===== src/rtl/vending_machine_change_fsm_pkg.sv =====
// Shared types, coin/change denominations and denomination helpers for the
// vending controller and its change dispenser.
package vending_machine_change_fsm_pkg;

    typedef enum logic [1:0] {
        IDLE,
        VEND,
        CHANGE,
        REFUND
    } state_t;

    typedef enum logic [1:0] {
        COIN_1,
        COIN_2,
        COIN_5,
        COIN_10
    } coin_idx_t;

    localparam int COIN_VAL [4] = '{1, 2, 5, 10};
    localparam int CHG_VAL  [3] = '{1, 2, 5};

    function automatic int coin_value(input logic [3:0] coin);
        int v;
        v = 0;
        for (int i = 0; i < 4; i++) begin
            if (coin[i]) v = COIN_VAL[i];
        end
        return v;
    endfunction

    function automatic int chg_value(input logic [2:0] req);
        int v;
        v = 0;
        for (int i = 0; i < 3; i++) begin
            if (req[i]) v = CHG_VAL[i];
        end
        return v;
    endfunction

    // Greedy payout: the largest hopper coin that still fits in what is owed.
    function automatic logic [2:0] largest_chg(input int remain);
        logic [2:0] req;
        req = 3'b000;
        if (remain >= CHG_VAL[2])      req = 3'b100;
        else if (remain >= CHG_VAL[1]) req = 3'b010;
        else if (remain >= CHG_VAL[0]) req = 3'b001;
        return req;
    endfunction

endpackage


===== src/rtl/vending_machine_change_fsm_if.sv =====
// Coin acceptor / item actuator / change hopper signal bundle.
// The master side drives coins, cancel, restock and hopper acks.
interface vending_machine_change_fsm_if #(
    parameter int STOCK_W = 4,
    parameter int CRED_W  = 4
);
    logic [3:0]         coin_in;
    logic               cancel;
    logic               restock;
    logic [STOCK_W-1:0] restock_qty;
    logic [2:0]         chg_ack;
    logic               give_candy;
    logic [2:0]         chg_req;
    logic               coin_reject;
    logic [CRED_W-1:0]  credit;
    logic               sold_out;

    modport master (
        output coin_in, cancel, restock, restock_qty, chg_ack,
        input  give_candy, chg_req, coin_reject, credit, sold_out
    );

    modport slave (
        input  coin_in, cancel, restock, restock_qty, chg_ack,
        output give_candy, chg_req, coin_reject, credit, sold_out
    );
endinterface


===== src/rtl/vending_machine_change_fsm_dispenser.sv =====
// Pays out an owed amount coin by coin over the hopper req/ack handshake.
// Used for both post-vend change and cancel refunds.
module vending_machine_change_fsm_dispenser
    import vending_machine_change_fsm_pkg::*;
#(
    parameter int CRED_W = 4
) (
    input  logic              clk,
    input  logic              rst,
    input  logic              load_i,
    input  logic [CRED_W-1:0] load_val_i,
    input  logic              active_i,
    input  logic [2:0]        chg_ack_i,
    output logic [2:0]        chg_req_o,
    output logic [CRED_W-1:0] remain_o,
    output logic              done_o
);

    logic [CRED_W-1:0] remain_q;
    logic [2:0]        chg_req_q;

    // A request is held until its exact ack, then dropped for one cycle
    // before the next denomination is chosen from the reduced balance.
    always_ff @(posedge clk or negedge rst) begin
        if (!rst) begin
            remain_q  <= '0;
            chg_req_q <= 3'b000;
        end else if (load_i) begin
            remain_q  <= load_val_i;
            chg_req_q <= 3'b000;
        end else if (active_i) begin
            if (chg_req_q != 3'b000) begin
                if (chg_ack_i == chg_req_q) begin
                    remain_q  <= remain_q - CRED_W'(chg_value(chg_req_q));
                    chg_req_q <= 3'b000;
                end
            end else if (remain_q != '0) begin
                chg_req_q <= largest_chg(int'(remain_q));
            end
        end
    end

    assign chg_req_o = chg_req_q;
    assign remain_o  = remain_q;
    assign done_o    = (remain_q == '0);

endmodule


===== src/rtl/vending_machine_change_fsm.sv =====
// Vending controller: credit accumulation, single-item vend, stock tracking,
// with change and refunds delegated to the dispenser.
module vending_machine_change_fsm
    import vending_machine_change_fsm_pkg::*;
#(
    parameter int PRICE      = 5,
    parameter int MAX_CREDIT = 15,
    parameter int STOCK_W    = 4,
    parameter int INIT_STOCK = 8
) (
    input logic                    clk,
    input logic                    rst,
    vending_machine_change_fsm_if.slave bus
);

    localparam int CRED_W    = $clog2(MAX_CREDIT + 1);
    localparam int SUM_W     = CRED_W + 4;
    localparam int STK_SUM_W = STOCK_W + 2;
    localparam logic [STOCK_W-1:0] STOCK_MAX = '1;

    state_t              state_q;
    logic [CRED_W-1:0]   credit_q;
    logic [STOCK_W-1:0]  stock_q;
    logic                give_candy_q;
    logic                coin_reject_q;

    logic [SUM_W-1:0]     sum_d;
    logic [STK_SUM_W-1:0] stock_sum;
    logic [STOCK_W-1:0]   stock_d;
    logic [CRED_W-1:0]    load_val;
    logic [CRED_W-1:0]    remain;
    logic [2:0]           chg_req;
    logic                 coin_present;
    logic                 coin_ok;
    logic                 sold_out;
    logic                 cancel_hit;
    logic                 load_en;
    logic                 disp_active;
    logic                 disp_done;

    // Sums are formed wider than their registers so limits are checked before commit.
    always_comb begin
        sold_out     = (stock_q == '0);
        coin_present = |bus.coin_in;
        sum_d        = SUM_W'(credit_q) + SUM_W'(coin_value(bus.coin_in));
        coin_ok      = $onehot(bus.coin_in) && !sold_out && (sum_d <= SUM_W'(MAX_CREDIT));
        cancel_hit   = (state_q == IDLE) && bus.cancel && (credit_q != '0);
        load_en      = cancel_hit || ((state_q == VEND) && (credit_q > CRED_W'(PRICE)));
        load_val     = cancel_hit ? credit_q : credit_q - CRED_W'(PRICE);
        disp_active  = (state_q == CHANGE) || (state_q == REFUND);
        stock_sum    = STK_SUM_W'(stock_q)
                     + (bus.restock ? STK_SUM_W'(bus.restock_qty) : STK_SUM_W'(0))
                     - ((state_q == VEND) ? STK_SUM_W'(1) : STK_SUM_W'(0));
        stock_d      = (stock_sum > STK_SUM_W'(STOCK_MAX)) ? STOCK_MAX : stock_sum[STOCK_W-1:0];
    end

    // Cancel outranks a coin arriving in the same cycle; that coin is bounced.
    always_ff @(posedge clk or negedge rst) begin
        if (!rst) begin
            state_q       <= IDLE;
            credit_q      <= '0;
            stock_q       <= STOCK_W'(INIT_STOCK);
            give_candy_q  <= 1'b0;
            coin_reject_q <= 1'b0;
        end else begin
            give_candy_q  <= 1'b0;
            coin_reject_q <= 1'b0;
            stock_q       <= stock_d;
            case (state_q)
                IDLE: begin
                    if (bus.cancel) begin
                        coin_reject_q <= coin_present;
                        if (cancel_hit) begin
                            state_q  <= REFUND;
                            credit_q <= '0;
                        end
                    end else if (coin_present) begin
                        if (coin_ok) begin
                            credit_q <= sum_d[CRED_W-1:0];
                            if (sum_d >= SUM_W'(PRICE)) state_q <= VEND;
                        end else begin
                            coin_reject_q <= 1'b1;
                        end
                    end
                end
                VEND: begin
                    give_candy_q  <= 1'b1;
                    coin_reject_q <= coin_present;
                    credit_q      <= '0;
                    state_q       <= load_en ? CHANGE : IDLE;
                end
                CHANGE, REFUND: begin
                    coin_reject_q <= coin_present;
                    if (disp_done) state_q <= IDLE;
                end
                default: state_q <= IDLE;
            endcase
        end
    end

    vending_machine_change_fsm_dispenser #(
        .CRED_W (CRED_W)
    ) u_dispenser (
        .clk        (clk),
        .rst        (rst),
        .load_i     (load_en),
        .load_val_i (load_val),
        .active_i   (disp_active),
        .chg_ack_i  (bus.chg_ack),
        .chg_req_o  (chg_req),
        .remain_o   (remain),
        .done_o     (disp_done)
    );

    assign bus.give_candy  = give_candy_q;
    assign bus.coin_reject = coin_reject_q;
    assign bus.chg_req     = chg_req;
    assign bus.credit      = disp_active ? remain : credit_q;
    assign bus.sold_out    = sold_out;

endmodule


===== src/flat_wrapper.sv =====
// flat-port wrapper written by rule: the top's interface ports become plain ports
module vending_machine_change_fsm_flat import vending_machine_change_fsm_pkg::*;
#(
    parameter int PRICE      = 5,
    parameter int MAX_CREDIT = 15,
    parameter int STOCK_W    = 4,
    parameter int INIT_STOCK = 8
)
  (clk, rst, bus_coin_in, bus_cancel, bus_restock, bus_restock_qty, bus_chg_ack, bus_give_candy, bus_chg_req, bus_coin_reject, bus_credit, bus_sold_out);
  vending_machine_change_fsm_if #(.STOCK_W(STOCK_W), .CRED_W((4))) bus_i ();
  input logic clk;
  input logic rst;
  input wire logic [$bits(bus_i.coin_in)-1:0] bus_coin_in;
  input wire logic [$bits(bus_i.cancel)-1:0] bus_cancel;
  input wire logic [$bits(bus_i.restock)-1:0] bus_restock;
  input wire logic [$bits(bus_i.restock_qty)-1:0] bus_restock_qty;
  input wire logic [$bits(bus_i.chg_ack)-1:0] bus_chg_ack;
  output wire logic [$bits(bus_i.give_candy)-1:0] bus_give_candy;
  output wire logic [$bits(bus_i.chg_req)-1:0] bus_chg_req;
  output wire logic [$bits(bus_i.coin_reject)-1:0] bus_coin_reject;
  output wire logic [$bits(bus_i.credit)-1:0] bus_credit;
  output wire logic [$bits(bus_i.sold_out)-1:0] bus_sold_out;
  assign bus_i.coin_in = bus_coin_in;
  assign bus_i.cancel = bus_cancel;
  assign bus_i.restock = bus_restock;
  assign bus_i.restock_qty = bus_restock_qty;
  assign bus_i.chg_ack = bus_chg_ack;
  assign bus_give_candy = bus_i.give_candy;
  assign bus_chg_req = bus_i.chg_req;
  assign bus_coin_reject = bus_i.coin_reject;
  assign bus_credit = bus_i.credit;
  assign bus_sold_out = bus_i.sold_out;
  vending_machine_change_fsm #(.PRICE(PRICE), .MAX_CREDIT(MAX_CREDIT), .STOCK_W(STOCK_W), .INIT_STOCK(INIT_STOCK)) u_core (.clk(clk), .rst(rst), .bus(bus_i));
endmodule

===== config.mk =====
export PLATFORM = sky130hd
export DESIGN_NAME = vending_machine_change_fsm_flat
export DESIGN_NICKNAME = d
export VERILOG_FILES = /design/src/rtl/vending_machine_change_fsm_pkg.sv /design/src/rtl/vending_machine_change_fsm_if.sv /design/src/rtl/vending_machine_change_fsm_dispenser.sv /design/src/rtl/vending_machine_change_fsm.sv /design/src/flat_wrapper.sv
export SDC_FILE = /design/constraint.sdc
export NUM_CORES = 1
export LEC_CHECK = 0
export ABC_AREA = 1
export CELL_PAD_IN_SITES_DETAIL_PLACEMENT = 0
export CELL_PAD_IN_SITES_GLOBAL_PLACEMENT = 1
export CORE_MARGIN = 4
export CORE_UTILIZATION = 33
export CTS_BUF_LIST = sky130_fd_sc_hd__clkbuf_2
export DETAILED_ROUTE_END_ITERATION = 16
export PLACE_DENSITY = 0.7
export SLEW_MARGIN = 40
export SYNTH_ARGS = -nofsm -noshare
export SYNTH_HDL_FRONTEND = slang
export SYNTH_SLANG_ARGS = --single-unit

===== constraint.sdc =====
create_clock -name clk -period 1.9 [get_ports clk]
set_input_delay 0.38 -clock clk [delete_from_list [all_inputs] [get_ports clk]]
set_output_delay 0.38 -clock clk [all_outputs]
set_load 0.02 [all_outputs]

==> results of run 1 <==
==> worst max path at each step <==
stage | cells after the start | start | endpoint | slack (ps)
4_1_cts | 11 | u_core.state_q[0] | u_core.stock_q[2] | -40
3_5_place_dp | 11 | bus_coin_in[3] | u_core.credit_q[3] | -830
3_3_place_gp | 11 | bus_coin_in[3] | u_core.credit_q[3] | -800
6_report | 11 | u_core.state_q[0] | u_core.stock_q[2] | 20
5_1_grt | 11 | u_core.state_q[0] | u_core.stock_q[1] | -100
2_1_floorplan | 10 | bus_coin_in[3] | u_core.credit_q[2] | -60
==> registers in the layout (all words and copies together) (netlist names) <==
signal                        cells
u_core.credit_q                   4
u_core.stock_q                    4
u_core.u_dispenser.remain_o       4
u_core.u_dispenser.chg_req_o      3
u_core.state_q                    2
u_core.bus.coin_reject            1
u_core.bus.give_candy             1
==> report_power, final <==
| part | total, uW | internal [uW] | leakage, uW | switching [uW] |
|---|---|---|---|---|
| logic | 2940 | 1290 | 0.00112 | 1650 |
| clock network | 190 | 49.0 | 0.0000126 | 141 |
| registers | 728 | 579 | 0.000231 | 149 |
==> critical path: stages, from the launching register on <==
cell	delay [ps]
dfrtp_1	430
inv_2	80
nor2_4	40
ha_4	250
inv_2	40
ha_4	150
fa_2	330
nand2_1	60
nand2_1	60
a21oi_2	130
or2_4	140
nand4_1	70
==> timing repair <==
item	CTS	global route
gates resized for setup	30	24
setup buffers	4	1
pin swaps	7	6
setup endpoints to repair	15	15
==> cell usage after synthesis (3+ instances only) <==
cell type / n / share of area
nor2_4: 5 / 0.029
nand2_1: 68 / 0.13
nand2_4: 3 / 0.017
o21ai_0: 10 / 0.026
fa_1: 4 / 0.041
dfrtp_1: 18 / 0.23
nor2_1: 13 / 0.025
xnor2_1: 5 / 0.023
inv_1: 45 / 0.087
ha_1: 24 / 0.16
inv_2: 3 / 0.0058
nand3_1: 21 / 0.054
a21oi_1: 4 / 0.010
o21ai_1: 7 / 0.018
nand4_1: 7 / 0.023
nand3_2: 3 / 0.016
==> area by class of cell <==
cell class,count,share of cell area
clock buffers,3,0.00567
clock inverters,1,0.00284
inverters,50,0.0794
multi-input cells,190,0.520
flip-flops and latches,19,0.180
well taps,72,0.0340
repair buffers,58,0.178
==> layout by cell type (no fill, tap or decap), types with 2 or more instances in the layout <==
cell type	instances
o21ai_4	2
nor2_8	2
a21oi_1	3
o21ai_0	9
buf_2	3
nand2_2	4
dfrtp_1	18
ha_4	6
clkbuf_2	6
clkdlybuf4s50_1	14
nand3b_1	2
xnor2_1	5
fa_1	2
nor2_4	5
nand3_1	20
o21ai_1	8
ha_1	17
inv_2	7
nand4_1	7
inv_4	2
nand2_4	3
nand3_2	3
inv_1	38
nand2_1	66
fa_2	2
nor2_1	10
buf_4	34
nor2_2	5
xor2_1	2
==> metrics by stage <==
stage               total power (uW)  cell area (um^2)  worst slack [ps]  hold WS (ps)
finish                          3860              2650              22.1           352
global route                    4320              2650              -105           345
CTS                             3850              2620             -43.9           347
detailed placement              3640              2550              -834           542
global placement                3620              2550              -796           544
floorplan                       2720              2010             -57.0          84.4
==> cells by family after synthesis <==
kind of cell / after synthesis / synth area share
compound gates: 24 / 0.0752
flops: 19 / 0.247
buf+inv: 51 / 0.101
fa+ha+maj: 28 / 0.197
simple gates: 131 / 0.348
xor+xnor: 7 / 0.0318
==> layer usage <==
metal	up-vias	wire, um
met5	-	0
met4	0	27
met3	4	149
met2	22	2060
met1	783	2000
li1	949	-
==> qor.yml, run 1 <==
finish:
  finalNetCount: 365
  final_design_utilization: 0.475
  fill_cell_count: 574
  antenna_cells: 0
  flow.area_growth_from_synthesis_pct: 37.1
  seq_area_um2: 477
  finish.cell_count_without_fillers: 393
  share_of_layout_cells_above_drive_strength_1: 0.296
  multiInputGateArea_um2: 1380
synth:
  synth.ff_latch_count: 19
  synthCells: 260
  synthArstFlopShare: 1.00
  synth_sequential_area_ratio: 0.247
  yosys.cell_types.count: 30
  mappedNetlistArea_um2: 1930
  postSynth.topFlopCell: "dfrtp_1"
  ys_warn_count: 0
  postSynthAreaPerCell_um2: 7.43
  synth_fp_nets: 303
  count_of_flip_flops_with_a_built_in_enable_after_synthesis: 0
sta:
  slew_viol_final: 0
  setup_tns_ps: 0
  worst_slew_margin_rel: 0.804
  final.period_utilization: 0.988
  worstMarginPinSlew_ps: 294
  timing.final.crit_period_ps: 1880
  hold_viol: 0
  clock.fmax_mhz: 533
  clock_skew_ps: 10.5
  rsz0062_at_grt: "yes"
  setup_viol_count_final: 0
routing:
  drt-total-wl_um: 4230
  drt_iter0_drc: 18
  detail_route.wl_per_cell_um: 10.8
  remaining_drc_errors: 0
  first_pass_iters: 4
  post_route_antenna_net_violation_count: 0
  detail_route.vias_per_cell: 4.47
  via_count: 1758
clock_network:
  clock_latency_reported_for_the_late_side_of_the_worst_skew_pair_ps: 330
  ctsLongestPathBuffers: 2
  clock-root-buffer: "clkbuf_2"
  cts_made_buffers: 3
  cts_clk_pin_slew_worst_paths_ps: 210
  htree_levels: 1
  clock-sinks: 19
  hold_buffers: 0
  tritoncts: "yes"
job:
  max_cap_viol_count: 0
grt:
  grt_util_met3: 0.0304
  total_grt_overflow: 0
  grt_pass1_wl_um: 7650
  number_of_antenna_violations_at_the_first_check_in_global_routing: 0
  gr-usage-met1: 0.151
  gr_usage_total: 0.126
  use_met2: 0.229
  grt_most_used_layer: "met2"
  via_count_of_the_first_global_routing_pass: 1830
  grt_max_degree: 20
die:
  std_cell_rows: 27
  core_um2: 5570
  boundaryPins: 25
  floorplan.die.height_um: 84.5
  initial_utilization: 0.346
  design.die.area_um2: 7140
  die_x_um: 84.5
pwr:
  p_per_area_nw_per_um2: 1460
  ir_worst_vdd_mv: 0.557
  power_leakage_uw: 0.00137
place:
  placement.io_buffers: 24
  gpl.final_weighted_congestion: 0.786
  place.detailed.hpwl_um: 3600
  dpl.cell_count: 384
outcome:
  outcome: "completed"
worst_setup_path:
  crit_path_end_kind: "flip-flop"
  critPathArrivalTime_ps: 2110
  setup.reg_to_reg.worst_slack_ps: 20
  start_kind: "flip-flop"
  crit-reg2reg-launch: "u_core.state_q[0]"
  path_class: "reg2reg"
  path_max_fanout: 4
  worst_r2r_endpoint: "u_core.stock_q[2]"
  critical_path_required_ps: 2130
  reg2reg_depth: 11
hold_path:
  timing.hold.worst.class: "in2async"
No activity file was read; power rests on OpenSTA's default activity.
==> inputs of run 2 (changes only) <==
--- a/config.mk
+++ b/config.mk
@@ -13,6 +13,7 @@
 export CTS_BUF_LIST = sky130_fd_sc_hd__clkbuf_2
 export DETAILED_ROUTE_END_ITERATION = 16
 export PLACE_DENSITY = 0.7
+export SKIP_LAST_GASP = 1
 export SLEW_MARGIN = 40
 export SYNTH_ARGS = -nofsm -noshare
 export SYNTH_HDL_FRONTEND = slang
==> qor.yml, run 2 (synthesis results as in run 1) <==
grt:
  total_grt_overflow: 0  # unchanged
  grt_max_degree: 20  # unchanged
  via_count_of_the_first_global_routing_pass: 1830  # unchanged
  gr_usage_total: 0.126  # unchanged
  number_of_antenna_violations_at_the_first_check_in_global_routing: 0  # unchanged
  grt_pass1_wl_um: 7650  # unchanged
pwr:
  p_seq_frac: 0.189  # about the same
  power_leakage_uw: 0.00136  # was 0.00137 uW
  p_per_area_nw_per_um2: 1460  # about the same
  power.switching_fraction: 0.503  # about the same
  power_frac_clock: 0.049  # about the same
  ir_worst_vdd_mv: 0.557  # unchanged
  power_report.internal_total_uw: 1920  # about the same
  p_sw_uw: 1940  # about the same
  power.combinational.fraction: 0.762  # about the same
sta:
  hold_viol: 0  # unchanged
  setup_viol_count_final: 0  # unchanged
  rsz0062_at_grt: "yes"  # unchanged
  slew_viol_final: 0  # unchanged
  worstMarginPinSlew_ps: 294  # unchanged
  timing.final.crit_period_ps: 1880  # unchanged
  clock_skew_ps: 10.5  # unchanged
  final.period_utilization: 0.988  # unchanged
  worst_slew_margin_rel: 0.804  # unchanged
  setup_tns_ps: 0  # unchanged
  clock.fmax_mhz: 533  # unchanged
clock_network:
  cts_made_buffers: 3  # unchanged
  clock-sinks: 19  # unchanged
  ctsLongestPathBuffers: 2  # unchanged
  clock_latency_reported_for_the_late_side_of_the_worst_skew_pair_ps: 330  # about the same
  cts_clk_pin_slew_worst_paths_ps: 210  # about the same
  htree_levels: 1  # unchanged
  tritoncts: "yes"  # unchanged
  clock-root-buffer: "clkbuf_2"  # unchanged
worst_setup_path:
  setup.reg_to_reg.worst_slack_ps: 20  # about the same
  path_max_fanout: 4  # unchanged
  critical_path_required_ps: 2130  # about the same
  critPathArrivalTime_ps: 2110  # about the same
  reg2reg_depth: 11  # unchanged
  path_class: "reg2reg"  # unchanged
  worst_r2r_endpoint: "u_core.stock_q[2]"  # unchanged
  crit_path_end_kind: "flip-flop"  # unchanged
  crit-reg2reg-launch: "u_core.state_q[0]"  # unchanged
  start_kind: "flip-flop"  # unchanged
finish:
  antenna_cells: 0  # unchanged
  postLayoutCellArea_um2: 2650  # about the same
  finalNetCount: 365  # unchanged
  flow.area_growth_from_synthesis_pct: 37.0  # was 37.1%
  fill_cell_count: 573  # was 574
  layout_common_cells: "66 x nand2_1, 38 x inv_1, 33 x buf_4"  # was 66 x nand2_1, 38 x inv_1, 34 x buf_4
  final_common_cell: "nand2_1"  # unchanged
  seq_area_um2: 477  # unchanged
  share_of_layout_cells_above_drive_strength_1: 0.296  # unchanged
  multiInputGateArea_um2: 1380  # unchanged
place:
  placement.io_buffers: 24  # unchanged
  detailed_place.area_um2: 2550  # unchanged
  gpl.final_weighted_congestion: 0.786  # unchanged
  place.detailed.hpwl_um: 3600  # unchanged
die:
  die_x_um: 84.5  # unchanged
  initial_utilization: 0.346  # unchanged
  design.die.area_um2: 7140  # unchanged
  floorplan.die.height_um: 84.5  # unchanged
  core_um2: 5570  # unchanged
  std_cell_rows: 27  # unchanged
  boundaryPins: 25  # unchanged
hold_path:
  timing.hold.worst.class: "in2async"  # unchanged
routing:
  via_count: 1758  # unchanged
  drt_iter0_drc: 20  # was 18
  detail_route.vias_per_cell: 4.47  # unchanged
  drt-total-wl_um: 4240  # was 4230 um
  first_pass_iters: 4  # unchanged
  detail_route.wl_per_cell_um: 10.8  # about the same
  remaining_drc_errors: 0  # unchanged
  post_route_antenna_net_violation_count: 0  # unchanged
job:
  max_cap_viol_count: 0  # unchanged
outcome:
  outcome: "completed"  # unchanged
==> run 2: cell types whose count changed in the layout (fill, tap and decap cells not counted) <==
| cell | before | now |
|---|---|---|
| buf_2 | 3 | 4 |
| buf_4 | 34 | 33 |
==> run 2: metal layers <==
metal / GRT usage / wire, um
met5: 0 / 0
met4: 0.0216 / 27
met3: 0.0304 / 149
met2: 0.229 / 2050
met1: 0.151 / 2000
==> run 2: power by group through the flow <==
| stage | combinational [uW] | clock, uW | sequential [uW] |
|---|---|---|---|
| final | 2940 | 190 | 728 |
| after global routing | 3350 | 216 | 753 |
| after CTS | 2920 | 196 | 732 |
| after detailed placement | 2890 | 0 | 741 |
| after global placement | 2880 | 0 | 740 |
| after floorplan | 1930 | 0 | 782 |
==> run 2: area by class of cell <==
class | count | share of cell area
clock buffers | 3 | 0.00568
well taps | 72 | 0.0341
multi-input cells | 190 | 0.521
repair buffers | 58 | 0.177
clock inverters | 1 | 0.00284
flip-flops and latches | 19 | 0.180
inverters | 50 | 0.0795
==> run 2: worst max path at each step <==
stage	from	to	slack (ps)	cells past startpoint
detailed placement	bus_coin_in[3]	u_core.credit_q[3]	-830	11
CTS	u_core.state_q[0]	u_core.stock_q[2]	-40	11
floorplan	bus_coin_in[3]	u_core.credit_q[2]	-60	10
global route	u_core.state_q[0]	u_core.stock_q[1]	-100	11
global placement	bus_coin_in[3]	u_core.credit_q[3]	-800	11
finish	u_core.state_q[0]	u_core.stock_q[2]	20	11
==> run 2: metrics by stage <==
stage | hold WS, ps | cells | setup slack (ps) | total power (uW) | util
final | 352 | 393 | 22.1 | 3860 | 0.475
after global placement | 544 | 384 | -796 | 3620 | 0.458
after CTS | 347 | 392 | -43.9 | 3850 | 0.469
after detailed placement | 542 | 384 | -834 | 3640 | 0.458
after global routing | 345 | 393 | -105 | 4320 | 0.475
after floorplan | 84.4 | 260 | -57.0 | 2720 | -
==> run 2: repair_timing <==
action,CTS,global route
pin swaps,7,6
setup buffers,4,1
hold endpoints to repair,0,0
setup endpoints to repair,15,15
hold buffers,0,0
resized for setup,30,23
==> run 2: worst max-delay path, stage by stage (launching register included) <==
cell	delay, ps
dfrtp_1	430
inv_2	80
nor2_4	40
ha_4	250
inv_2	40
ha_4	150
fa_2	330
nand2_1	60
nand2_1	60
a21oi_2	130
or2_4	140
nand4_1	70
==> inputs of run 3 (changes only) <==
--- a/config.mk
+++ b/config.mk
@@ -8,7 +8,7 @@
 export ABC_AREA = 1
 export CELL_PAD_IN_SITES_DETAIL_PLACEMENT = 0
 export CELL_PAD_IN_SITES_GLOBAL_PLACEMENT = 1
-export CORE_MARGIN = 4
+export CORE_MARGIN = 2
 export CORE_UTILIZATION = 33
 export CTS_BUF_LIST = sky130_fd_sc_hd__clkbuf_2
 export DETAILED_ROUTE_END_ITERATION = 16
==> qor.yml, run 3 (synthesis results as in run 1) <==
clock_network:
  cts_made_buffers: 3  # unchanged
  clock-sinks: 19  # unchanged
  cts_clk_pin_slew_worst_paths_ps: 220  # was 210 ps
  clock-root-buffer: "clkbuf_2"  # unchanged
  tritoncts: "yes"  # unchanged
  clock_latency_reported_for_the_late_side_of_the_worst_skew_pair_ps: 340  # was 330 ps
  htree_levels: 1  # unchanged
  ctsLongestPathBuffers: 2  # unchanged
pwr:
  post-layout-total-power_uw: 3900  # was 3860 uW
  p_per_area_nw_per_um2: 1470  # was 1460 nW/um^2
  power_leakage_uw: 0.00137  # was 0.00136 uW
  p_sw_uw: 1980  # was 1940 uW
  p_seq_frac: 0.187  # was 0.189
  power.combinational.fraction: 0.764  # was 0.762
  power.switching_fraction: 0.507  # was 0.503
  power_frac_clock: 0.050  # was 0.049
  ir_worst_vdd_mv: 0.546  # was 0.557 mV
  power_report.internal_total_uw: 1920  # about the same
worst_setup_path:
  reg2reg_depth: 11  # unchanged
  setup.reg_to_reg.worst_slack_ps: -40  # was 20 ps
  critical_path_required_ps: 2140  # was 2130 ps
  setup.worst_path.end: "u_core.stock_q[2]"  # unchanged
  critPathArrivalTime_ps: 2180  # was 2110 ps
  crit_path_end_kind: "flip-flop"  # unchanged
  worst_r2r_endpoint: "u_core.stock_q[2]"  # unchanged
  crit-reg2reg-launch: "u_core.state_q[0]"  # unchanged
  path_class: "reg2reg"  # unchanged
  path_max_fanout: 4  # unchanged
  start_kind: "flip-flop"  # unchanged
  crit_path_start: "u_core.state_q[0]"  # unchanged
place:
  place.detailed.hpwl_um: 3660  # was 3600 um
  gpl.final_weighted_congestion: 0.766  # was 0.786
  placement.io_buffers: 24  # unchanged
  dpl.cell_count: 385  # was 384
outcome:
  outcome: "finished with violations"  # was completed
  violated_checks: "negative setup slack"
sta:
  rsz0062_at_grt: "yes"  # unchanged
  worstMarginPinSlew_ps: 291  # was 294 ps
  slew_viol_final: 0  # unchanged
  clock.fmax_mhz: 515  # was 533 MHz
  post-route-worst-setup-slack_ps: -41.8  # was 22.1 ps
  worst_slew_margin_rel: 0.805  # was 0.804
  setup_viol_count_final: 3  # was 0
  clock_skew_ps: 15.1  # was 10.5 ps
  hold_viol: 0  # unchanged
  final.period_utilization: 1.02  # was 0.988
  timing.final.crit_period_ps: 1940  # was 1880 ps
finish:
  flow.area_growth_from_synthesis_pct: 37.3  # was 37.0%
  layout_common_cells: "63 x nand2_1, 38 x inv_1, 37 x buf_4"  # was 66 x nand2_1, 38 x inv_1, 33 x buf_4
  finalNetCount: 366  # was 365
  final_common_cell: "nand2_1"  # unchanged
  share_of_layout_cells_above_drive_strength_1: 0.307  # was 0.296
  fill_cell_count: 570  # was 573
  finish.cell_count_without_fillers: 394  # was 393
  antenna_cells: 0  # unchanged
  seq_area_um2: 478  # was 477 um^2
  multiInputGateArea_um2: 1380  # about the same
  final_design_utilization: 0.475  # about the same
die:
  boundaryPins: 25  # unchanged
  core_um2: 5570  # unchanged
  floorplan.die.height_um: 80.5  # was 84.5 um
  std_cell_rows: 27  # unchanged
  initial_utilization: 0.346  # unchanged
  die_x_um: 80.5  # was 84.5 um
  design.die.area_um2: 6480  # was 7140 um^2
routing:
  detail_route.vias_per_cell: 4.57  # was 4.47
  drt-total-wl_um: 4410  # was 4240 um
  post_route_antenna_net_violation_count: 0  # unchanged
  detail_route.wl_per_cell_um: 11.2  # was 10.8 um
  remaining_drc_errors: 0  # unchanged
  first_pass_iters: 7  # was 4
  via_count: 1801  # was 1,758
  drt_iter0_drc: 36  # was 20
grt:
  grt_max_degree: 20  # unchanged
  gr_usage_total: 0.152  # was 0.126
  grt_pass1_wl_um: 7830  # was 7650 um
  total_grt_overflow: 0  # unchanged
  number_of_antenna_violations_at_the_first_check_in_global_routing: 0  # unchanged
  via_count_of_the_first_global_routing_pass: 1770  # was 1,830
job:
  max_cap_viol_count: 0  # unchanged
hold_path:
  timing.hold.worst.class: "in2async"  # unchanged
run 3: changes by cell type in the layout (fill, tap and decap cells not counted), sizes merged:
cell,before,now
clkdlybuf4s15,2,0
dlymetal6s2s,1,0
clkdlybuf4s50,14,15
buf,38,42
clkbuf,6,5
run 3: worst min-delay path by stage:
stage                                         startpoint                              to  slack [ps]  cells after the start
after global placement                u_core.credit_q[0]              u_core.credit_q[0]         550                      2
after global routing                                 rst           u_core.bus.give_candy         330                      2
final                                                rst               u_core.state_q[0]         340                      2
after floorplan                                      rst          u_core.bus.coin_reject          80                      0
after detailed placement  u_core.u_dispenser.remain_o[2]  u_core.u_dispenser.remain_o[2]         550                      2
after CTS                                            rst           u_core.bus.give_candy         330                      2
run 3: through the flow:
step / setup TNS (ps) / area, um^2 / hold slack (ps) / setup WS, ps
2_1_floorplan: -222 / 2010 / 84.4 / -57.0
3_3_place_gp: -6140 / 2560 / 547 / -797
3_5_place_dp: -6360 / 2560 / 552 / -837
4_1_cts: -222 / 2610 / 333 / -72.6
5_1_grt: -608 / 2650 / 330 / -157
6_report: -103 / 2650 / 341 / -41.8
run 3: routing by layer:
layer,up-vias,GRT usage,routed length (um)
met2,29,0.285,2190
met3,0,0.0247,160
met1,821,0.188,2060
met4,0,0.0102,0
met5,-,0,0
li1,951,-,-
run 3: repair_timing:
item / CTS / global route
setup buffers: 2 / 3
endpoints found under the setup margin: 15 / 13
gates resized for setup: 37 / 24
hold buffers: 0 / 0
pin swaps: 4 / 16
run 3: worst max-delay path: stages (launching register included):
cell and delay [ps]:
dfrtp_1 440, inv_2 90, nor2_4 40, ha_4 250, inv_2 40, ha_4 160, fa_2 330, nand2_1 60
nand2_1 60, a21oi_2 150, or2_4 150, nand4_1 70
run 3: power by group through the flow:
stage / sequential [uW] / combinational (uW) / clock [uW]
6_report: 728 / 2980 / 194
5_1_grt: 752 / 3410 / 222
4_1_cts: 724 / 2930 / 205
3_5_place_dp: 732 / 2920 / 0
3_3_place_gp: 731 / 2880 / 0
2_1_floorplan: 782 / 1930 / 0
run 3: layout make-up:
| class | count | share of cell area |
|---|---|---|
| Clock buffer | 3 | 0.00567 |
| Clock inverter | 1 | 0.00283 |
| Inverter | 50 | 0.0793 |
| Multi-Input combinational cell | 190 | 0.521 |
| Sequential cell | 19 | 0.180 |
| Tap cell | 72 | 0.0340 |
| Timing Repair Buffer | 59 | 0.177 |
